**config.mk**
```make
export PLATFORM = sky130hd
export DESIGN_NAME = sdram_port_arbiter
export DESIGN_NICKNAME = d
export VERILOG_FILES = /design/src/rtl/sdram_arb_pkg.sv /design/src/rtl/sdram_port_tracker.sv /design/src/rtl/sdram_port_arbiter.sv
export SDC_FILE = /design/constraint.sdc
export NUM_CORES = 1
export LEC_CHECK = 0
export CORE_AREA = 2 2 162 164
export DETAILED_ROUTE_END_ITERATION = 7
export DIE_AREA = 0 0 164 166
export GPL_TIMING_DRIVEN = 0
export PLACE_DENSITY = 0.7
export SYNTH_ARGS = -nofsm -noshare
export SYNTH_HDL_FRONTEND = slang
export SYNTH_SLANG_ARGS = --single-unit
```
**constraint.sdc**
```tcl
create_clock -name sysclk -period 1.9 [get_ports sysclk]
set_input_delay 0.475 -clock sysclk [delete_from_list [all_inputs] [get_ports sysclk]]
set_output_delay 0.475 -clock sysclk [all_outputs]
set_load 0.05 [all_outputs]
```
**src/rtl/sdram_arb_pkg.sv**
```systemverilog
// sdram_arb_pkg
// Shared types for the SDRAM port arbiter and its per-port trackers.
//   ARB_ADDR_W  : SDRAM byte address width (default for the top-level ADDR_W)
//   arb_state_e : command FSM states
//   port_e      : client port identifiers
//   port_req_t  : request a tracker presents to the arbiter
package sdram_arb_pkg;

  localparam int ARB_ADDR_W = 25;

  typedef enum logic [1:0] {
    IDLE    = 2'd0,
    ISSUE   = 2'd1,
    WAIT_RD = 2'd2
  } arb_state_e;

  typedef enum logic {
    PORT_CPU = 1'b0,
    PORT_PPU = 1'b1
  } port_e;

  typedef struct packed {
    logic [ARB_ADDR_W-1:0] addr;
    logic                  we;
    logic [7:0]            wdata;
  } port_req_t;

endpackage

```
**src/rtl/sdram_port_tracker.sv**
```systemverilog
// sdram_port_tracker
// Turns one mapper port's free-running address / write-level signals into
// discrete read and write requests, and holds the port's read data.
// Ports:
//   sysclk, reset      clock, synchronous active-low reset
//   i_bus              port address
//   i_wr, i_wdata      write level (rising edge = one write) and write data
//   i_grant            arbiter granted this port this cycle (IDLE->ISSUE)
//   i_grant_done       this port's write command was accepted
//   i_rd_done          this port's read data returned (i_rd_data valid)
//   o_req              request presented to the arbiter
//   o_rd_pending       read wanted
//   o_wr_pending       buffered write waiting for issue
//   o_rdata            held read data
//   o_overrun          sticky: buffered write overwritten before issue
module sdram_port_tracker
  import sdram_arb_pkg::*;
(
  input  logic                  sysclk,
  input  logic                  reset,
  input  logic [ARB_ADDR_W-1:0] i_bus,
  input  logic                  i_wr,
  input  logic [7:0]            i_wdata,
  input  logic                  i_grant,
  input  logic                  i_grant_done,
  input  logic                  i_rd_done,
  input  logic [7:0]            i_rd_data,
  output port_req_t             o_req,
  output logic                  o_rd_pending,
  output logic                  o_wr_pending,
  output logic [7:0]            o_rdata,
  output logic                  o_overrun
);

  logic [ARB_ADDR_W-1:0] r_last_addr;
  logic                  r_valid;
  logic                  r_wr_prev;
  logic                  r_armed;
  logic [ARB_ADDR_W-1:0] r_wbuf_addr;
  logic [7:0]            r_wbuf_data;
  logic                  r_wbuf_full;
  logic                  r_reissue;
  logic                  r_wr_inflight;
  logic                  r_rd_inflight;
  logic                  r_rd_pending;
  logic [ARB_ADDR_W-1:0] r_rd_addr;
  logic [ARB_ADDR_W-1:0] r_iss_addr;
  logic [7:0]            r_iss_data;
  logic [7:0]            r_rdata;
  logic                  r_overrun;

  logic      w_wr_edge;
  logic      w_wr_pending;
  logic      w_wr_busy;
  logic      w_buf_live;
  logic      w_rd_busy;
  logic      w_rd_pend_nxt;
  port_req_t w_req;

  // Request decode: edge detect, pending flags and the presented request.
  always_comb begin
    // r_armed suppresses an edge in the first post-reset cycle, so a level
    // held high across reset release is not mistaken for a new write.
    w_wr_edge    = i_wr && !r_wr_prev && r_armed;
    w_wr_pending = r_wbuf_full && !r_wr_inflight;
    w_req.we     = w_wr_pending;
    w_req.wdata  = r_wbuf_data;
    if (w_wr_pending) begin
      w_req.addr = r_wbuf_addr;
    end else begin
      w_req.addr = r_rd_addr;
    end
    // A write is "busy" from the grant cycle until its ack; a capture in that
    // window refills the buffer after the issued data was already latched.
    w_wr_busy  = r_wr_inflight || (i_grant && w_req.we);
    // Buffer holds data that has not been handed to the arbiter yet.
    w_buf_live = r_wbuf_full && (!w_wr_busy || r_reissue);
    // Looking one cycle ahead keeps the registered pending flag from
    // re-asserting on the grant cycle or on the stale state at read return.
    w_rd_busy     = r_rd_inflight || (i_grant && !w_req.we);
    w_rd_pend_nxt = !i_wr && (!r_valid || (i_bus != r_last_addr)) && !w_rd_busy;
  end

  // Tracker state: edge history, write buffer, in-flight flags, read data.
  always_ff @(posedge sysclk) begin
    if (!reset) begin
      r_last_addr   <= {ARB_ADDR_W{1'b0}};
      r_valid       <= 1'b0;
      r_wr_prev     <= 1'b0;
      r_armed       <= 1'b0;
      r_wbuf_addr   <= {ARB_ADDR_W{1'b0}};
      r_wbuf_data   <= 8'h00;
      r_wbuf_full   <= 1'b0;
      r_reissue     <= 1'b0;
      r_wr_inflight <= 1'b0;
      r_rd_inflight <= 1'b0;
      r_rd_pending  <= 1'b0;
      r_rd_addr     <= {ARB_ADDR_W{1'b0}};
      r_iss_addr    <= {ARB_ADDR_W{1'b0}};
      r_iss_data    <= 8'h00;
      r_rdata       <= 8'h00;
      r_overrun     <= 1'b0;
    end else begin
      r_wr_prev    <= i_wr;
      r_armed      <= 1'b1;
      r_rd_pending <= w_rd_pend_nxt;
      r_rd_addr    <= i_bus;

      if (i_grant) begin
        r_iss_addr <= w_req.addr;
        r_iss_data <= w_req.wdata;
      end

      if (i_grant && !w_req.we) begin
        r_rd_inflight <= 1'b1;
      end else if (i_rd_done) begin
        r_rd_inflight <= 1'b0;
      end

      if (i_grant && w_req.we) begin
        r_wr_inflight <= 1'b1;
      end else if (i_grant_done) begin
        r_wr_inflight <= 1'b0;
      end

      if (w_wr_edge) begin
        r_wbuf_addr <= i_bus;
        r_wbuf_data <= i_wdata;
      end

      // New capture wins over the ack clearing the buffer.
      if (w_wr_edge) begin
        r_wbuf_full <= 1'b1;
      end else if (i_grant_done) begin
        r_wbuf_full <= r_reissue;
      end

      if (i_grant_done) begin
        r_reissue <= 1'b0;
      end else if (w_wr_edge && w_wr_busy) begin
        r_reissue <= 1'b1;
      end

      if (w_wr_edge && w_buf_live) begin
        r_overrun <= 1'b1;
      end

      if (i_rd_done) begin
        r_rdata     <= i_rd_data;
        r_last_addr <= r_iss_addr;
        r_valid     <= 1'b1;
      end else if (i_grant_done && r_valid && (r_iss_addr == r_last_addr)) begin
        // Write-through keeps the cached byte coherent without a re-read.
        r_rdata <= r_iss_data;
      end
    end
  end

  assign o_req        = w_req;
  assign o_rd_pending = r_rd_pending;
  assign o_wr_pending = w_wr_pending;
  assign o_rdata      = r_rdata;
  assign o_overrun    = r_overrun;

endmodule

```
**src/rtl/sdram_port_arbiter.sv**
```systemverilog
// sdram_port_arbiter
// Serves the CPU and PPU mapper ports onto a single-request SDRAM controller
// command interface, round-robin between ports, write before read per port.
// Ports:
//   sysclk, reset                    clock, synchronous active-low reset
//   cpu_bus/cpu_wr/cpu_wdata         CPU port address, write level, data
//   cpu_rdata                        CPU port held read data
//   ppu_bus/ppu_wr/ppu_wdata         PPU port address, write level, data
//   ppu_rdata                        PPU port held read data
//   mem_req/mem_we/mem_addr/mem_wdata  command to the SDRAM controller
//   mem_ack                          command accepted this cycle
//   mem_rvalid/mem_rdata             one-cycle read data return
//   wr_overrun                       sticky {ppu,cpu} write overrun flags
// ADDR_W must stay equal to ARB_ADDR_W; the request struct uses the latter.
module sdram_port_arbiter
  import sdram_arb_pkg::*;
#(
  parameter int ADDR_W = ARB_ADDR_W
) (
  input  logic              sysclk,
  input  logic              reset,
  input  logic [ADDR_W-1:0] cpu_bus,
  input  logic              cpu_wr,
  input  logic [7:0]        cpu_wdata,
  output logic [7:0]        cpu_rdata,
  input  logic [ADDR_W-1:0] ppu_bus,
  input  logic              ppu_wr,
  input  logic [7:0]        ppu_wdata,
  output logic [7:0]        ppu_rdata,
  output logic              mem_req,
  output logic              mem_we,
  output logic [ADDR_W-1:0] mem_addr,
  output logic [7:0]        mem_wdata,
  input  logic              mem_ack,
  input  logic              mem_rvalid,
  input  logic [7:0]        mem_rdata,
  output logic [1:0]        wr_overrun
);

  arb_state_e r_state;
  arb_state_e w_state_nxt;
  port_e      r_sel;
  port_e      r_last;
  port_e      w_pick;
  port_req_t  r_cmd;
  port_req_t  w_cmd_nxt;
  logic       r_mem_req;
  logic       w_mem_req_nxt;
  logic       w_start;
  logic       w_wr_done;
  logic       w_rd_done;

  port_req_t  w_cpu_req;
  port_req_t  w_ppu_req;
  logic       w_cpu_rd_pend;
  logic       w_cpu_wr_pend;
  logic       w_ppu_rd_pend;
  logic       w_ppu_wr_pend;
  logic       w_cpu_work;
  logic       w_ppu_work;
  logic       w_cpu_ov;
  logic       w_ppu_ov;

  assign w_cpu_work = w_cpu_rd_pend || w_cpu_wr_pend;
  assign w_ppu_work = w_ppu_rd_pend || w_ppu_wr_pend;

  sdram_port_tracker u_cpu (
    .sysclk       (sysclk),
    .reset        (reset),
    .i_bus        (cpu_bus),
    .i_wr         (cpu_wr),
    .i_wdata      (cpu_wdata),
    .i_grant      (w_start && (w_pick == PORT_CPU)),
    .i_grant_done (w_wr_done && (r_sel == PORT_CPU)),
    .i_rd_done    (w_rd_done && (r_sel == PORT_CPU)),
    .i_rd_data    (mem_rdata),
    .o_req        (w_cpu_req),
    .o_rd_pending (w_cpu_rd_pend),
    .o_wr_pending (w_cpu_wr_pend),
    .o_rdata      (cpu_rdata),
    .o_overrun    (w_cpu_ov)
  );

  sdram_port_tracker u_ppu (
    .sysclk       (sysclk),
    .reset        (reset),
    .i_bus        (ppu_bus),
    .i_wr         (ppu_wr),
    .i_wdata      (ppu_wdata),
    .i_grant      (w_start && (w_pick == PORT_PPU)),
    .i_grant_done (w_wr_done && (r_sel == PORT_PPU)),
    .i_rd_done    (w_rd_done && (r_sel == PORT_PPU)),
    .i_rd_data    (mem_rdata),
    .o_req        (w_ppu_req),
    .o_rd_pending (w_ppu_rd_pend),
    .o_wr_pending (w_ppu_wr_pend),
    .o_rdata      (ppu_rdata),
    .o_overrun    (w_ppu_ov)
  );

  // Next-state, grant selection and next command fields.
  always_comb begin
    w_state_nxt   = r_state;
    w_pick        = r_sel;
    w_cmd_nxt     = r_cmd;
    w_mem_req_nxt = r_mem_req;
    w_start       = 1'b0;
    w_wr_done     = 1'b0;
    w_rd_done     = 1'b0;
    case (r_state)
      IDLE: begin
        if (w_cpu_work || w_ppu_work) begin
          w_start = 1'b1;
          // PPU wins when alone, or on a tie when CPU was granted last.
          if (w_ppu_work && (!w_cpu_work || (r_last == PORT_CPU))) begin
            w_pick    = PORT_PPU;
            w_cmd_nxt = w_ppu_req;
          end else begin
            w_pick    = PORT_CPU;
            w_cmd_nxt = w_cpu_req;
          end
          w_mem_req_nxt = 1'b1;
          w_state_nxt   = ISSUE;
        end else begin
          w_mem_req_nxt = 1'b0;
        end
      end
      ISSUE: begin
        if (mem_ack) begin
          w_mem_req_nxt = 1'b0;
          if (r_cmd.we) begin
            w_wr_done   = 1'b1;
            w_state_nxt = IDLE;
          end else begin
            w_state_nxt = WAIT_RD;
          end
        end else begin
          w_mem_req_nxt = 1'b1;
        end
      end
      WAIT_RD: begin
        if (mem_rvalid) begin
          w_rd_done   = 1'b1;
          w_state_nxt = IDLE;
        end else begin
          w_state_nxt = WAIT_RD;
        end
      end
      default: begin
        w_state_nxt   = IDLE;
        w_mem_req_nxt = 1'b0;
      end
    endcase
  end

  // FSM state register.
  always_ff @(posedge sysclk) begin
    if (!reset) begin
      r_state <= IDLE;
    end else begin
      r_state <= w_state_nxt;
    end
  end

  // Command registers, granted port and round-robin pointer.
  always_ff @(posedge sysclk) begin
    if (!reset) begin
      r_mem_req <= 1'b0;
      r_cmd     <= '{addr: {ARB_ADDR_W{1'b0}}, we: 1'b0, wdata: 8'h00};
      r_sel     <= PORT_CPU;
      r_last    <= PORT_CPU;
    end else begin
      r_mem_req <= w_mem_req_nxt;
      r_cmd     <= w_cmd_nxt;
      if (w_start) begin
        r_sel  <= w_pick;
        r_last <= w_pick;
      end
    end
  end

  assign mem_req    = r_mem_req;
  assign mem_we     = r_cmd.we;
  assign mem_addr   = r_cmd.addr;
  assign mem_wdata  = r_cmd.wdata;
  assign wr_overrun = {w_ppu_ov, w_cpu_ov};

endmodule

```
# ---- Yosys cells after proc, flatten, opt, wreduce, memory -nomap -nowiden
# Cells that the tools add are included.
dict set report word_totals {
  out_inout_bits 53
  register_bits 303
  in_bits 80
  wordCells 156
}
dict set report op_classes {
  mux 37
  bitwise_logic 3
  n_reduce_logical 71
  eq_ne 8
}
# cell count
set op_table {}
lappend op_table {{equality test 25 bit} 2}
lappend op_table {{2-to-1 mux 25 bit} 2}
lappend op_table {{!= test 25 bit} 2}
lappend op_table {{2-to-1 mux 34 bit} 1}
lappend op_table {{2-to-1 mux 8 bit} 4}
lappend op_table {{logical AND 1 bit} 31}
lappend op_table {{2-to-1 mux 1 bit} 24}
lappend op_table {{nonzero test 2 bit} 8}
lappend op_table {{zero test 1 bit} 15}
lappend op_table {{logical OR 1 bit} 12}
lappend op_table {{2-to-1 mux 2 bit} 4}
lappend op_table {{case mux 2 bit (3 select lines)} 1}
lappend op_table {{!= test 2 bit (second input constant)} 2}
lappend op_table {{AND reduction 2 bit} 2}
lappend op_table {{OR reduction 2 bit} 2}
lappend op_table {{NOT 1 bit} 3}
lappend op_table {{case mux 1 bit (3 select lines)} 1}
lappend op_table {{equality test 2 x 1 -> 1 bit (second input constant)} 1}
lappend op_table {{equality test 2 bit (second input constant)} 1}
lappend op_table {{zero test 2 bit} 1}

# ---- Depth between registers and ports, before layout
# Gate-level depths: netlist (run 1).
dict set report depth {
  depth_word 17
  mapped_depth 8
  ltp_nobuf 5
}

# ---- Hierarchy
# A second synthesis (run 1) with hierarchy kept.
dict set report unflattened {
  cells_unflattened 1315
  hier_area_um2 13325.3
}
# mod cells_each area_per_inst_um2 n_inst seq_area_each_um2
set modules_own_cells {}
lappend modules_own_cells {sdram_port_tracker 558 5600.4 2 2662.6}
lappend modules_own_cells {sdram_port_arbiter 199 2124.5 1 760.7}

# ---- Worst setup path after synthesis (run 1)
# OpenSTA, ideal clock, no wires.
dict set report synth_timing {
  path_kind {reg2reg}
  startpoint {reg r_cmd (netlist bit mem_we)}
  endpoint {reg u_ppu.r_rdata[0] (netlist: u_ppu.o_rdata[0])}
  n_path_buf 0
  stages_incl_launch_ff 5
  path_slack_ns 0.157
  synth_period_minus_slack_ns 1.743
  setup_ns 0.138
  t_arrival_ns 1.606
  required_ns 1.762
  path_cell_list {dfxtp_1 > nand4_1 > nor4_1 > a21oi_2 > mux2i_1}
}
dict set report synth_between {
  elab_chain_cells 7
}
# element line_no
set synth_rtl {}
lappend synth_rtl {{start, declared} sdram_port_arbiter.sv:45} ;# port_req_t r_cmd;
lappend synth_rtl {{start signal, assigned} sdram_port_arbiter.sv:169} ;# r_cmd <= '{addr: {ARB_ADDR_W{1'b0}}, we: 1'b0, wdata: 8'h00};
lappend synth_rtl {{start signal, assigned} sdram_port_arbiter.sv:174} ;# r_cmd <= w_cmd_nxt;
lappend synth_rtl {{2-to-1 mux 1 bit} sdram_port_arbiter.sv:131} ;# if (r_cmd.we) begin
lappend synth_rtl {{2-to-1 mux 1 bit} sdram_port_arbiter.sv:129} ;# if (mem_ack) begin
lappend synth_rtl {{2-to-1 mux 1 bit} sdram_port_arbiter.sv:110} ;# case (r_state)
lappend synth_rtl {{logical AND 1 bit} sdram_port_arbiter.sv:91} ;# .i_grant_done (w_wr_done && (r_sel == PORT_PPU)),
lappend synth_rtl {{logical AND 1 bit (2 in a row)} sdram_port_tracker.sv:152} ;# end else if (i_grant_done && r_valid && (r_iss_addr == r_last_addr)) begin
lappend synth_rtl {{nonzero test 2 bit (no line)} -}
lappend synth_rtl {{end signal, assigned} sdram_port_tracker.sv:149} ;# r_rdata <= i_rd_data;
lappend synth_rtl {{end signal, assigned} sdram_port_tracker.sv:154} ;# r_rdata <= r_iss_data;
lappend synth_rtl {{end, declared} sdram_port_tracker.sv:49} ;# logic [7:0] r_rdata;
# No other way between the ends.
# A chain may end at the register's enable or synchronous reset.

# ---- Worst setup path after layout (run 1)
dict set report layout_timing {
  startpoint {reg r_cmd (netlist bit mem_addr[2])}
  endpoint {out mem_addr[2]}
}
# element line_no
set layout_lines {}
lappend layout_lines {{end, declared} sdram_port_arbiter.sv:32} ;# output logic [ADDR_W-1:0] mem_addr,
# No word-level cell between the ends.

==> key figures, run 1 <==
Global routing
  • Largest net degree at the start of global routing: 17
  • Antenna violations before repair: 0
  • GRT Residual Overflow: 0
  • First-pass GRT wire length: about 57,000 um
  • Global Route Usage Sum: 26.51%
  • Number of global-route vias before repair: around 10,000

Finish
  • Area grow syn2layout: 25.06%
  • Commonest non-fill, non-tap cells in the layout: 319 x nand2_1, 302 x dfxtp_1, 168 x a21oi_1
  • Commonest non-fill, non-tap cell in the layout: nand2_1
  • Layout cells sized above 1: between 10% and 20%
  • Fillers: 2,278
  • Non-filler cells, final: around 2,000
  • Nets@finish: between 1,500 and 2,000
  • Ant diodes: 0

Critical path
  • Cell Chain, Critical Path: clkdlybuf4s15_1
  • CP max stage cell: clkdlybuf4s15_1
  • Slowest cell delay on critical path: 0.50 ns
  • CP arrival: between 1 and 1.5 ns
  • WS Path Type: flop to output port
  • Crit-path leading delay family: buffers and inverters
  • Buf/Inv on CP: 1
  • CP max FO: 2
  • Crit path launch type: flop
  • Crit. End Element: output port
  • Worst Path Required: between 1 and 1.5 ns

Clock network
  • Worst-path clk slew: roughly 0.06 ns
  • Clk sinks: about 300
  • Number of H-tree levels: 1
  • CTS Buf Count: 31
  • Deepest clock path buffer count: 3
  • CTS tree: yes
  • Worst-skew pair later-pin latency: slightly below 0.6 ns
  • Post-CTS Hold Fix Bufs: 0
  • Root Driver: clkbuf_16

Placed design
  • PortBufs: approximately 130
  • Placed cell count: between 1,500 and 2,000
  • Pre-CTS WS: -1.404 ns
  • Hpwl dp: 27,390 um
  • Gpl congestion: ~0.9

Floorplanning
  • # rows: between 50 and 60
  • Die Wd: 164 um
  • Ports: around 130
  • CORE AREA: between 20,000 and 30,000 sq um
  • Starting density of the core: about half
  • Die height: around 170 um
  • Die area: 27,220 sq um

Route
  • First-pass DRT Iterations: 5
  • Initial DRC count: slightly above 800
  • Via count: between 10,000 and 15,000
  • Drt wl/cell: approximately 18 um
  • Routed wire length: 36,840 um
  • Post-DRT Antenna Nets: 0
  • Via density: ~5.5
  • DRC: 0

STA
  • Worst slew margin: between 40 and 50%
  • Setup ws final: between 0.015 and 0.02 ns
  • Min Tclk post-route: approximately 1.9 ns
  • Number of setup violations in the final report: 0
  • Fin. Hold Viols: 0
  • Max-slew violations: 0
  • Fmax: 531.4 MHz
  • Skew final: between 0.02 and 0.025 ns
  • Worst hold slack: 0.4123 ns
  • Worst-Margin Slew: 0.8348 ns
  • Tcrit/Tclk final: approximately 100%
  • RSZ-0062 raised after global routing: true

Logic synthesis
  • Synthesized area: 12,360 sq um
  • Post-synthesis register bit count: slightly above 300
  • Library cells used by synthesis: 39
  • Syn avg cell area: about 8.5 sq um
  • Sequential share of the synthesized area: between 40% and 50%
  • Syn nets: between 1,500 and 2,000
  • Synth Flop Type: dfxtp_1
  • FFs w/ async S/R, synth: 0%
  • Ys Warns: 0
  • Post-synth EDFFs: 0
  • Gate count of the mapped netlist: 1,461

Power
  • Leak: 5.784 nW
  • Worst IR Drop VDD: between 0.7 and 0.8 mV
  • Cell Pwr Density: 1059 nW/um^2
  • Final Power: around 0.016 W

Hold path
  • Hold WC Path Type: primary input to flop

Flow run
  • Max cap viols: 0

Run status
  • Run status: finished clean
flip-flops by register name, summed over array words and instances (netlist names), 2 cells and up:
signal,cells
mem_addr,25
u_cpu.r_iss_addr,25
u_ppu.r_iss_data,8
u_ppu.o_rdata,8
u_cpu.r_last_addr,25
u_ppu.r_iss_addr,25
u_ppu.r_wbuf_data,8
u_cpu.r_wbuf_data,8
u_cpu.r_wbuf_addr,25
u_cpu.o_rdata,8
u_cpu.r_iss_data,8
mem_wdata,8
u_ppu.r_last_addr,25
u_cpu.r_rd_addr,25
u_ppu.r_rd_addr,25
r_state,2
u_ppu.r_wbuf_addr,25
worst reg2reg max path: cells and delay by family, from the launching register on:
family                 cells  cell delay (ns)
and+or+nand+nor            2             0.22
DFF                        1             0.34
muxes                      1             0.46
buffers and inverters      2             0.50
AOI/OAI and AO/OA          2             0.23
layout make-up:
| type | count | area [sq um] | area share [%] |
|---|---|---|---|
| multi-input cells | 1048 | 5957 | 38.54 |
| flip-flops and latches | 303 | 6067 | 39.25 |
| well taps | 335 | 419.2 | 2.712 |
| clock inverters | 12 | 150.1 | 0.9714 |
| repair buffers | 144 | 1381 | 8.937 |
| inverters | 4 | 15.01 | 0.09714 |
| clock buffers | 45 | 898.4 | 5.812 |
| plain buffers | 104 | 568.0 | 3.675 |
power by group:
group	total [W]	internal [W]	switching, W
sequential	0.00713	0.00679	0.000338
combinational	0.00300	0.00112	0.00189
clock	0.00624	0.00368	0.00255
worst paths after layout:
path	startpoint	to	slack (ns)	depth (start not counted)
worst max-delay path	mem_addr[2]	mem_addr[2]	0.02	1
worst min-delay path	reset	u_cpu.r_armed	0.41	1
worst max register to register	u_cpu.r_wr_inflight	mem_addr[21]	0.03	7
worst min register to register	mem_addr[1]	mem_addr[1]	0.45	2
cells by family after synthesis:
kind of cell    count (synthesis)  share of synthesized area, %
compound gates                273                         12.89
xor+xnor                       99                         7.016
mux                            68                         5.507
simple gates                  608                         21.60
flops                         303                         49.08
buf+inv                       110                         3.907
synthesized netlist by cell type, types with 2 or more instances:
library cell,count,area share (%)
a21oi_1,168,6.8
nand2_1,320,9.7
nand3_1,64,2.6
a211oi_1,52,3.2
buf_4,6,0.36
buf_2,26,1.1
nor4_1,10,0.51
nand4_1,21,1.1
nor2_1,105,3.2
a31oi_1,3,0.15
nand3b_1,3,0.18
inv_1,4,0.12
a311oi_1,8,0.57
a21oi_2,2,0.14
buf_1,4,0.12
nand2b_1,4,0.20
clkbuf_1,68,2.1
and3b_1,2,0.14
nor2b_1,5,0.25
and2_1,52,2.6
buf_6,2,0.18
a22oi_1,2,0.12
o211a_1,2,0.16
o211ai_1,4,0.24
xor2_1,17,1.2
or3_1,17,0.86
xnor2_1,82,5.8
and3_1,2,0.10
mux2i_1,68,5.5
o21ai_0,27,1.1
dfxtp_1,303,49
metal layers:
metal / global-route usage, % / wire length (um) / vias up
met5: 0 / 0 / -
met4: 9.268 / 1359 / 0
met3: 3.397 / 2692 / 82
met2: 42.35 / 16720 / 408
met1: 36.90 / 16060 / 5160
li1: - / - / 5267
through the flow:
| step | setup TNS [ns] | instance area, sq um | utilization, % |
|---|---|---|---|
| 2_1_floorplan | 0 | 12360 | - |
| 3_3_place_gp | -248.40 | 14100 | 55.04 |
| 3_5_place_dp | -267.79 | 14100 | 55.04 |
| 4_1_cts | 0 | 15320 | 59.81 |
| 5_1_grt | -0.4190 | 15460 | 60.34 |
| 6_report | 0 | 15460 | 60.34 |
timing repair:
| action | 4_1_cts | 5_1_grt |
|---|---|---|
| setup buffers | 2 | 9 |
| cloned | 0 | 1 |
| setup endpoints to repair | 300 | 198 |
| resized for setup | 191 | 81 |
| pin swaps | 1 | 4 |
No activity file was read; power rests on OpenSTA's default activity.
==> run 2: changes to the inputs <==
==> constraint.sdc (replaced) <==
create_clock -name sysclk -period 1.9 [get_ports sysclk]
set_input_delay 0.475 -clock sysclk [delete_from_list [all_inputs] [get_ports sysclk]]
set_output_delay 0.475 -clock sysclk [all_outputs]
set_load 0.1 [all_outputs]
==> run 2 against run 1 <==
  * Hold slack gained 0.026 ns
  * Via count shrank 0.61%
  * Global-route usage shrank 0.075 points
  * Sequential share of layout area grew 0.62 points
  * Largest power group unchanged
==> key figures, run 2 (synthesis results as in run 1) <==
Flow run
  • Max cap viols: 0 (unchanged)

Global routing
  • Antenna violations before repair: 0 (unchanged)
  • Number of global-route vias before repair: 10,280 (was 10,320)
  • Largest net degree at the start of global routing: 16 (was 17)
  • First-pass GRT wire length: 56,180 um (was 56,550 um)
  • GRT Residual Overflow: 0 (unchanged)
  • Global Route Usage Sum: 26.43% (was 26.51%)

Power
  • Cell Pwr Density: 1082 nW/um^2 (was 1059 nW/um^2)
  • Leak: 5.802 nW (was 5.784 nW)
  • Worst IR Drop VDD: 0.7586 mV (was 0.7065 mV)
  • Final Power: 0.01647 W (was 0.01637 W)

Run status
  • Run status: finished clean (unchanged)

Clock network
  • CTS tree: yes (unchanged)
  • Clk sinks: 303 (unchanged)
  • Deepest clock path buffer count: 3 (unchanged)
  • Number of H-tree levels: 1 (unchanged)
  • Root Driver: clkbuf_16 (unchanged)
  • Worst-path clk slew: 0.06 ns (about the same)
  • Post-CTS Hold Fix Bufs: 0 (unchanged)
  • Worst-skew pair later-pin latency: 0.56 ns (was 0.58 ns)
  • CTS Buf Count: 30 (was 31)

Route
  • DRC: 0 (unchanged)
  • Initial DRC count: 778 (was 820)
  • Via count: 10,850 (was 10,920)
  • First-pass DRT Iterations: 5 (unchanged)
  • Routed wire length: 36,940 um (was 36,840 um)
  • Drt wl/cell: 18.57 um (was 18.46 um)
  • Post-DRT Antenna Nets: 0 (unchanged)
  • Via density: 5.455 (was 5.472)

Finish
  • Commonest non-fill, non-tap cells in the layout: 320 x nand2_1, 301 x dfxtp_1, 168 x a21oi_1 (was 319 x nand2_1, 302 x dfxtp_1, 168 x a21oi_1)
  • Layout cells sized above 1: 12.88% (was 12.71%)
  • Area grow syn2layout: 23.12% (was 25.06%)
  • Fillers: 2,297 (was 2,278)
  • Ant diodes: 0 (unchanged)
  • Nets@finish: 1,712 (was 1,716)
  • Commonest non-fill, non-tap cell in the layout: nand2_1 (unchanged)

STA
  • Skew final: 0.02463 ns (was 0.02130 ns)
  • Min Tclk post-route: 1.879 ns (was 1.882 ns)
  • Worst-Margin Slew: 0.8415 ns (was 0.8348 ns)
  • Fin. Hold Viols: 0 (unchanged)
  • Max-slew violations: 0 (unchanged)
  • Worst slew margin: 43.65% (was 44.10%)
  • RSZ-0062 raised after global routing: false (was true)
  • Setup TNS: 0 ns (unchanged)
  • Tcrit/Tclk final: 98.89% (was 99.05%)
  • Number of setup violations in the final report: 0 (unchanged)
  • Fmax: 532.2 MHz (was 531.4 MHz)

Critical path
  • Buf/Inv on CP: 2 (was 1)
  • CP max FO: 10 (was 2)
  • Crit. End Element: flop (was output port)
  • WS Path Type: flop to flop (was flop to output port)
  • CP arrival: 2.29 ns (was 1.41 ns)
  • CP max stage cell: mux2i_2 (was clkdlybuf4s15_1)
  • Worst Path Required: 2.31 ns (was 1.42 ns)
  • Crit-path leading delay family: buffers and inverters (unchanged)
  • Slowest cell delay on critical path: 0.36 ns (was 0.50 ns)
  • Cell Chain, Critical Path: nand2b_1, clkbuf_4, buf_6, mux2i_2, o21ai_0, nand3_1, a21oi_1 (was clkdlybuf4s15_1)
  • Crit path launch type: flop (unchanged)

Placed design
  • Hpwl dp: 27,690 um (was 27,390 um)
  • Gpl congestion: 0.9136 (was 0.9089)
  • PortBufs: 132 (unchanged)

Floorplanning
  • Ports: 133 (unchanged)
  • Die height: 166 um (unchanged)
  • Starting density of the core: 48.25% (unchanged)
  • Die Wd: 164 um (unchanged)
  • CORE AREA: 25,620 sq um (unchanged)
  • Die area: 27,220 sq um (unchanged)
  • # rows: 59 (unchanged)

Hold path
  • Hold WC Path Type: primary input to flop (unchanged)
run 2: cell type report:
type	count	area (sq um)	area share, %
Tap cell	335	419.2	2.754
Inverter	4	15.01	0.09867
Clock buffer	46	900.9	5.920
Clock inverter	8	101.3	0.6660
Sequential cell	303	6068	39.88
Buffer	105	588.1	3.864
Timing Repair Buffer	140	1149	7.548
Multi-Input combinational cell	1048	5976	39.27
run 2: final timing paths:
path	end	start	depth (start not counted)	slack (ns)
worst max-delay path	mem_addr[15]	u_cpu.r_wr_inflight	7	0.02
worst min-delay path	u_cpu.r_armed	reset	1	0.44
worst max register to register	mem_addr[15]	u_cpu.r_wr_inflight	7	0.02
worst min register to register	u_ppu.o_overrun	u_ppu.o_overrun	2	0.45
run 2: worst register-to-register path, stage by stage, from the launching register on:
cell	delay (ns)
dfxtp_1	0.35
nand2b_1	0.10
clkbuf_4	0.22
buf_6	0.23
mux2i_2	0.37
o21ai_0	0.25
nand3_1	0.14
a21oi_1	0.07
run 2: metal layers:
metal	wire (um)	vias to the layer above	part of all wire [%]	global-route usage, %
met5	0	-	0	0
met4	1432	0	3.9	10.56
met3	2600	82	7.0	4.146
met2	16600	382	45	41.94
met1	16300	5126	44	36.01
li1	-	5260	-	-
run 2: through the flow:
stage               worst slack [ns]  std cells  area [sq um]  hold slack (ns)  utilization, %
floorplan                     0.1452       1461         12360           0.4259               -
global placement              -1.330       1928         14100           0.4401           55.05
detailed placement            -1.364       1928         14100           0.4409           55.05
CTS                       -0.0001072       1984         15000           0.4131           58.54
global route                0.002233       1989         15220           0.4221           59.41
finish                       0.02107       1989         15220           0.4385           59.41
run 2: power by group:
| group | total (W) | switching, W | internal, W |
|---|---|---|---|
| logic | 0.00337 | 0.00230 | 0.00107 |
| clock network | 0.00597 | 0.00245 | 0.00352 |
| registers | 0.00713 | 0.000340 | 0.00679 |
run 2: what timing repair did:
action | 4_1_cts | 5_1_grt
pin swaps | 1 | 1
setup endpoints to repair | 300 | 230
buffers inserted | 3 | 5
gates resized for setup | 313 | 86
==> run 3: changes to the inputs <==
--- a/config.mk
+++ b/config.mk
@@ -6,6 +6,8 @@
 export NUM_CORES = 1
 export LEC_CHECK = 0
 export CORE_AREA = 2 2 162 164
+export CTS_BUF_LIST = sky130_fd_sc_hd__clkbuf_4
+export CTS_CLUSTER_DIAMETER = 120
 export DETAILED_ROUTE_END_ITERATION = 7
 export DIE_AREA = 0 0 164 166
 export GPL_TIMING_DRIVEN = 0
==> run 3 against run 2 <==
  * Sequential share of layout area about the same
  * Clock power fell by 8.7%
  * Worst setup slack got worse by 0.018 ns
  * Clock-buffer cell count rose by 68
  * Die area unchanged
  * Flip-flop and latch count is the same
  * Cell count is 3.7% higher
  * Global-route usage increased by 0.31 points
  * First-iteration DRC count up 5.3%
  * Critical path type unchanged
  * Critical endpoint unchanged
==> key figures, run 3 (synthesis results as in run 1) <==
Critical path
  • Worst Path Required: 2.44 ns (was 2.31 ns)
  • Crit path launch type: flop (unchanged)
  • CP max FO: 10 (unchanged)
  • WS Path Type: flop to flop (unchanged)
  • Crit. End Element: flop (unchanged)
  • CP arrival: 2.43 ns (was 2.29 ns)
  • R2R setup slack: 0.004 ns (was 0.02 ns)
  • Worst r2r path cells: 7 (unchanged)
  • Reg2reg start: u_cpu.r_wr_inflight (unchanged)
  • Reg-to-Reg End: mem_addr[15] (unchanged)

Clock network
  • Worst-skew pair later-pin latency: 0.69 ns (was 0.56 ns)
  • Number of H-tree levels: 3 (was 1)
  • Worst-path clk slew: 0.07 ns (was 0.06 ns)
  • Root Driver: clkbuf_4 (was clkbuf_16)
  • Deepest clock path buffer count: 3 (unchanged)
  • Clk sinks: 303 (unchanged)
  • CTS Buf Count: 78 (was 30)
  • CTS tree: yes (unchanged)

STA
  • Fmax: 527.3 MHz (was 532.2 MHz)
  • Min Tclk post-route: 1.896 ns (was 1.879 ns)
  • Setup ws final: 0.003564 ns (was 0.02107 ns)
  • Fin. Hold Viols: 0 (unchanged)
  • Worst-Margin Slew: 0.7998 ns (was 0.8415 ns)
  • Worst hold slack: 0.3176 ns (was 0.4385 ns)
  • Worst slew margin: 46.45% (was 43.65%)
  • Number of setup violations in the final report: 0 (unchanged)
  • Max-slew violations: 0 (unchanged)
  • Tcrit/Tclk final: 99.81% (was 98.89%)
  • RSZ-0062 raised after global routing: true (was false)
  • Skew final: 0.03951 ns (was 0.02463 ns)
  • Setup TNS: 0 ns (unchanged)

Global routing
  • Antenna violations before repair: 1 (was 0)
  • Global Route Usage Sum: 26.74% (was 26.43%)
  • GRT Residual Overflow: 0 (unchanged)
  • First-pass GRT wire length: 56,420 um (was 56,180 um)
  • Number of global-route vias before repair: 10,680 (was 10,280)
  • Largest net degree at the start of global routing: 17 (was 16)

Power
  • Cell Pwr Density: 1050 nW/um^2 (was 1082 nW/um^2)
  • Worst IR Drop VDD: 0.7474 mV (was 0.7586 mV)
  • Leak: 5.860 nW (was 5.802 nW)

Floorplanning
  • Starting density of the core: 48.25% (unchanged)
  • # rows: 59 (unchanged)
  • Die area: 27,220 sq um (unchanged)
  • Die height: 166 um (unchanged)
  • Die Wd: 164 um (unchanged)
  • CORE AREA: 25,620 sq um (unchanged)
  • Ports: 133 (unchanged)

Hold path
  • HP Start: reset (unchanged)
  • Worst hold endpoint: u_cpu.r_armed (unchanged)
  • Hold Crit Depth: 1 (unchanged)
  • Hold WC Path Type: primary input to flop (unchanged)

Route
  • Via density: 5.394 (was 5.455)
  • Initial DRC count: 819 (was 778)
  • DRC: 0 (unchanged)
  • Post-DRT Antenna Nets: 0 (unchanged)
  • First-pass DRT Iterations: 5 (unchanged)
  • Routed wire length: 37,220 um (was 36,940 um)
  • Drt wl/cell: 18.04 um (was 18.57 um)
  • Via count: 11,130 (was 10,850)

Finish
  • Fin util: 59.45% (was 59.41%)
  • Nets@finish: 1,756 (was 1,712)
  • Design Area, Final: 15,230 sq um (was 15,220 sq um)
  • Fillers: 2,342 (was 2,297)
  • Layout cells sized above 1: 16.04% (was 12.88%)
  • Commonest non-fill, non-tap cell in the layout: nand2_1 (unchanged)
  • Commonest non-fill, non-tap cells in the layout: 320 x nand2_1, 301 x dfxtp_1, 168 x a21oi_1 (unchanged)
  • Multi-input gate area: 5956 sq um (was 5976 sq um)
  • Sequential Area: 6068 sq um (unchanged)
  • Area grow syn2layout: 23.21% (was 23.12%)

Placed design
  • Hpwl dp: 27,690 um (unchanged)
  • PortBufs: 132 (unchanged)
  • Gpl congestion: 0.9136 (unchanged)
  • Pre-CTS WS: -1.364 ns (unchanged)
  • Area after DPL: 14,100 sq um (unchanged)

Run status
  • Run status: finished clean (unchanged)

Flow run
  • Max cap viols: 0 (unchanged)
==> run 3: cell count changes in the layout (fill, tap and decap cells not counted), sizes merged <==
| cell | previous run | this run |
|---|---|---|
| bufinv | 2 | 1 |
| inv | 4 | 8 |
| clkbuf | 124 | 184 |
| clkinv | 6 | 12 |
| buf | 88 | 92 |
| diode | 0 | 1 |
==> run 3: worst max-delay path, stage by stage, from the launching register on <==
cell,delay (ns)
dfxtp_1,0.35
nand2b_1,0.10
buf_2,0.27
buf_6,0.24
mux2i_2,0.35
o21ai_0,0.25
nand3_1,0.14
a21oi_1,0.06
==> run 3: what timing repair did <==
item                       4_1_cts  5_1_grt
setup endpoints to repair      278      150
cloned                           0        0
hold buffers                     0        0
pin swaps                        1        2
setup buffers                    3        2
gates resized for setup        363       65
==> run 3: where the power goes <==
group          switching, W  internal [W]
Combinational       0.00229       0.00112
Clock               0.00258       0.00286
Sequential         0.000344       0.00679
Total               0.00522        0.0108
==> run 3: worst max path at each step <==
stage	start	to	slack, ns	cells past startpoint
floorplan	mem_we	u_ppu.o_rdata[0]	0.15	4
global placement	reset	u_cpu.r_iss_data[6]	-1.33	7
detailed placement	reset	u_cpu.r_iss_data[5]	-1.36	7
CTS	u_ppu.o_overrun	wr_overrun[1]	0.0002	2
global route	u_cpu.r_wr_inflight	mem_addr[19]	-0.02	7
finish	u_cpu.r_wr_inflight	mem_addr[15]	0.004	7
==> run 3: layout make-up <==
class / count / share of cell area, %
diodes: 1 / 0.01643
clock inverters: 17 / 0.5916
flip-flops and latches: 303 / 39.85
repair buffers: 137 / 8.257
well taps: 335 / 2.752
plain buffers: 104 / 3.706
multi-input cells: 1048 / 39.11
clock buffers: 114 / 5.620
inverters: 4 / 0.09859
==> run 3: metrics by stage <==
| stage | power (W) | std cells |
|---|---|---|
| after floorplan | 0.009408 | 1461 |
| after global routing | 0.01666 | 2063 |
| final | 0.01599 | 2063 |
| after CTS | 0.01594 | 2060 |
| after detailed placement | 0.01048 | 1928 |
| after global placement | 0.01043 | 1928 |
==> run 3: metal layers <==
| metal | GRT usage, % | part of all wire [%] | vias up |
|---|---|---|---|
| li1 | - | - | 5398 |
| met1 | 35.48 | 43 | 5207 |
| met3 | 5.295 | 8.0 | 73 |
| met5 | 0 | 0 | - |
| met2 | 42.66 | 46 | 449 |
| met4 | 10.83 | 3.1 | 0 |
==> RTL change 1 (settings of run 2) <==
The 3 states of `arb_state_e` get a one-hot encoding in 3 bits.
--- a/src/rtl/sdram_arb_pkg.sv
+++ b/src/rtl/sdram_arb_pkg.sv
@@ -8,10 +8,10 @@
 
   localparam int ARB_ADDR_W = 25;
 
-  typedef enum logic [1:0] {
-    IDLE    = 2'd0,
-    ISSUE   = 2'd1,
-    WAIT_RD = 2'd2
+  typedef enum logic [2:0] {
+    IDLE    = 3'b001,
+    ISSUE   = 3'b010,
+    WAIT_RD = 3'b100
   } arb_state_e;
 
   typedef enum logic {
Behaviour: no difference found for any inputs over 4 cycles, from zero or initial values and one cycle with reset low; so few cycles prove little.
==> RTL change 1 against run 2 <==
- the flow now finishes with violations (setup timing)
- final cell count is 2.4% higher
- design area is 5.9% higher
- core utilization rose by 3.5 points
- sequential cell count grew 1
- worst hold slack better by 1.3 ps
- worst setup slack lost 54 ps
- synthesized area up 0.93%
- clock power up 11%
- power increased by 10%
- routed wire length grew 5.0%
- critical endpoint is now u_ppu.o_rdata[1]$_SDFFE_PN0P_
- combinational power grew 26%
- via count increased by 2.9%
==> RTL change 1: results <==
export IMPL_outcome="finished, violations left"
export IMPL_violations="setup timing"
export IMPL_route_detailed_wl_per_inst_um=19.1
export IMPL_power_leakage_nw=6.09
export IMPL_cp_top_family="simple AND/OR/NAND/NOR gates"
export IMPL_comb_power_mw=4.24
export IMPL_crit_slowest_cell="or4_4"
export IMPL_setup_violations_final=15
export IMPL_arrival_ps=2330
export IMPL_first_global_vias=10500
export IMPL_postRouteWirelength_um=38800
export IMPL_reg2reg_depth=6
export IMPL_grt_pass1_wl_um=58300
export IMPL_groute_layer_met1_usage_pct=36.2
export IMPL_clk_insertion_delay_late_ps=510
export IMPL_cts_made_buffers=34
export IMPL_setup_slack_ps=-32.7
export IMPL_worstMarginPinSlew_ps=684
export IMPL_synth_net_count=1566
export IMPL_detailedRoute_firstIterationViolations=763
export IMPL_use_met2_pct=46.1
export IMPL_worstSetupStartpoint="u_ppu.r_last_addr[15]$_SDFFE_PN0P_"
export IMPL_gr_usage_met3_pct=3.92
export IMPL_pre_cts_ws_ps=-996
export IMPL_grt_antenna_before_repair=1
export IMPL_netlist_top_cells_count="nand2_1 (309), dfxtp_1 (304), a21oi_1 (174), nor2_1 (95), clkbuf_1 (80)"
export IMPL_pin_count_of_the_biggest_net_entering_global_routing=15
export IMPL_synth_lib_cells_used_distinct=48
export IMPL_timing_hold_worst_start="u_ppu.r_rd_inflight$_SDFFE_PN0P_"
export IMPL_worst_min_delay_path_category="reg2reg"
export IMPL_internal_power_mw=12.3
export IMPL_cts_htree_levels=2
export IMPL_place_gp_congestion=0.912
export IMPL_groute_usage_overall_pct=27.5
export IMPL_stage_delay_of_the_slowest_cell_on_the_critical_path_ps=540
[RTL change 1: changes by cell type in the layout (fill, tap and decap cells not counted), moves of 15 or more]
cell	run 2	this run
buf_2	60	37
clkdlybuf4s18_2	0	17
dfxtp_1	301	278
dfxtp_2	2	22
mux2i_1	56	31
nand2_1	320	305
or3_1	17	0
xnor2_1	81	39
xor2_1	17	50
[RTL change 1: timing repair]
item,4_1_cts,5_1_grt
buffers inserted,14,13
resized for setup,301,143
setup endpoints to repair,253,239
hold buffers,0,0
pin swaps,14,25
[RTL change 1: stage by stage]
| step | power [mW] | hold WS (ps) | util [%] | TNS (ps) |
|---|---|---|---|---|
| 3_5_place_dp | 11.2 | 422 | 55.7 | -155030 |
| 4_1_cts | 17.9 | 432 | 61.6 | -100 |
| 2_1_floorplan | 9.98 | 399 | - | -442 |
| 5_1_grt | 18.8 | 454 | 62.9 | -947 |
| 6_report | 18.2 | 440 | 62.9 | -248 |
| 3_3_place_gp | 11.2 | 410 | 55.7 | -148620 |
[RTL change 1: cells by family (layout without fill, tap and decap cells)]
group	Yosys count	after routing	share of synthesized area, %
AOI/OAI and AO/OA	315	315	14.7
DFF	304	304	48.8
and+or+nand+nor	593	593	21.4
xor gates and xnor gates	100	100	7.02
buffers and inverters	122	336	3.96
muxes	52	52	4.17
other	0	1	0
[RTL change 1: cell type report]
cell class,count,share of cell area (%)
Timing Repair Buffer,159,8.83
Clock inverter,9,0.497
Inverter,13,0.303
Clock buffer,51,6.57
Antenna cell,1,0.0155
Multi-Input combinational cell,1060,39.6
Tap cell,335,2.60
Buffer,104,3.56
Sequential cell,304,38.0
[RTL change 1: layer usage]
layer | up-vias | routed length, µm
met1 | 5275 | 16500
met4 | 0 | 1360
met2 | 375 | 18600
met5 | - | 0
met3 | 89 | 2300
li1 | 5424 | -
==> RTL change 2 (config.mk and constraints of run 2) <==
Without the edit above. `ARB_ADDR_W`: 25 -> 29.
--- a/src/rtl/sdram_arb_pkg.sv
+++ b/src/rtl/sdram_arb_pkg.sv
@@ -6,7 +6,7 @@
 //   port_req_t  : request a tracker presents to the arbiter
 package sdram_arb_pkg;
 
-  localparam int ARB_ADDR_W = 25;
+  localparam int ARB_ADDR_W = 29;
 
   typedef enum logic [1:0] {
     IDLE    = 2'd0,
Interface: changed (resized cpu_bus, mem_addr and ppu_bus); port bits go from 133 to 145. No check against the original RTL was run, so the function may have changed too.
==> RTL change 2 against run 2 <==
- clock power up 10%
- sequential cell count up 36
- combinational power up 13%
- design area up 13%
- routed wire length up 14%
- synthesized area up 14%
- critical path depth down 6
- power up 11%
- worst setup slack worse by 2.5 ps
- via count up 11%
- critical endpoint is now ppu_rdata[7]
==> RTL change 2: results <==
export IMPL_groute_usage_overall_pct=30.5
export IMPL_regToRegEndpoint="mem_addr[7]$_SDFFE_PN0P_"
export IMPL_grt_pass1_wl_um=64100
export IMPL_cts_htree_levels=2
export IMPL_route_detailed_wl_per_inst_um=19.6
export IMPL_synth_mux_area_fraction_pct=5.42
export IMPL_pre_cts_ws_ps=-968
export IMPL_stage_delay_of_the_slowest_cell_on_the_critical_path_ps=550
export IMPL_detailroute_via_count=12000
export IMPL_timing_hold_worst_start="ppu_bus[13]"
export IMPL_synth_lib_cells_used_distinct=44
export IMPL_maximum_number_of_buffers_from_clock_root_to_sink=3
export IMPL_crit_slowest_cell="clkdlybuf4s18_2"
export IMPL_arrival_ps=1410
export IMPL_pin_count_of_the_biggest_net_entering_global_routing=14
export IMPL_timing_reg2reg_setup_slack_ps=60
export IMPL_place_gp_congestion=0.939
export IMPL_outcome="completed"
export IMPL_cts_made_buffers=36
export IMPL_n_antenna_cell=0
export IMPL_min_delay_path_depth=2
export IMPL_mean_instance_size_in_the_synthesized_netlist_um2=8.66
export IMPL_worstHoldEndpoint="u_ppu.r_rd_addr[13]$_SDFF_PN0_"
export IMPL_drt_first_pass_iters=6
export IMPL_worstMarginPinSlew_ps=588
export IMPL_detailedRoute_firstIterationViolations=1022
export IMPL_post_route_cells_drive_above_1_share_pct=15.0
export IMPL_synth_net_count=1709
export IMPL_synth_sequential_area_ratio_pct=48.4
export IMPL_clk_insertion_delay_late_ps=520
export IMPL_synth_compound_gate_area_share_pct=14.2
export IMPL_fin_skew_ps=15.7
export IMPL_post_cts_setup_buffer_count=1
export IMPL_power_leakage_nw=6.52
export IMPL_first_global_vias=11500
export IMPL_place_inst=2100
export IMPL_worst_ir_drop_vdd_uv=778
export IMPL_postCtsResizedCells=274
export IMPL_crit_path_max_fanout=2
export IMPL_post_dp_hpwl_um=31700
export IMPL_setup_slack_ps=18.6
export IMPL_netlist_top_cells_count="nand2_1 (364), dfxtp_1 (339), a21oi_1 (186), nor2_1 (84), mux2i_1 (76)"
export IMPL_postSynth_asyncResetShare_pct=0
export IMPL_buffer_ports_inserted=144
export IMPL_nets=1889
export IMPL_synth_area_top_cells="dfxtp_1 (48%), nand2_1 (9.7%), a21oi_1 (6.6%)"
export IMPL_cp_top_family="buffers and inverters"
export IMPL_vias_per_cell=5.56
==> RTL change 2: layer usage <==
metal / vias to the layer above / track usage, % / part of all wire [%]
li1: 5809 / - / -
met3: 84 / 4.97 / 6.4
met2: 393 / 50.4 / 48
met1: 5708 / 40.3 / 42
met4: 0 / 10.7 / 3.4
met5: - / 0 / 0
==> RTL change 2: cell type report <==
class / count / area, µm²
timing repair buffer: 145 / 1290
clock buffer: 55 / 1060
inverter: 6 / 22.5
tap: 335 / 419
clock inverter: 5 / 25.0
fill: 2243 / 8470
multi-input combinational: 1157 / 6910
buffer: 116 / 622
sequential: 339 / 6790
==> RTL change 2: worst max path at each step <==
stage / start / endpoint / cells past startpoint
floorplan: mem_we$_SDFFE_PN0P_ / u_cpu.o_rdata[0]$_SDFFE_PN0P_ / 5
global placement: reset / u_cpu.r_iss_addr[0]$_SDFFE_PN0N_ / 6
detailed placement: reset / u_cpu.r_iss_addr[1]$_SDFFE_PN0N_ / 6
CTS: r_state[1]$_SDFFE_PN0P_ / u_cpu.o_rdata[0]$_SDFFE_PN0P_ / 5
global route: u_cpu.r_wr_inflight$_SDFFE_PN0P_ / mem_addr[2]$_SDFFE_PN0P_ / 7
finish: u_ppu.o_rdata[7]$_SDFFE_PN0P_ / ppu_rdata[7] / 1
==> RTL change 2: report_power, final <==
part	switching [mW]	internal, mW	total, mW
registers	0.387	7.60	7.99
logic	2.60	1.20	3.80
clock network	2.74	3.83	6.57
total	5.72	12.6	18.4
==> RTL change 2: metrics by stage <==
stage	area [µm²]	hold slack, ps	util [%]
6_report	17200	280	67.0
5_1_grt	17200	303	67.0
4_1_cts	17000	367	66.3
3_5_place_dp	15900	441	62.1
3_3_place_gp	15900	436	62.1
2_1_floorplan	14000	426	-
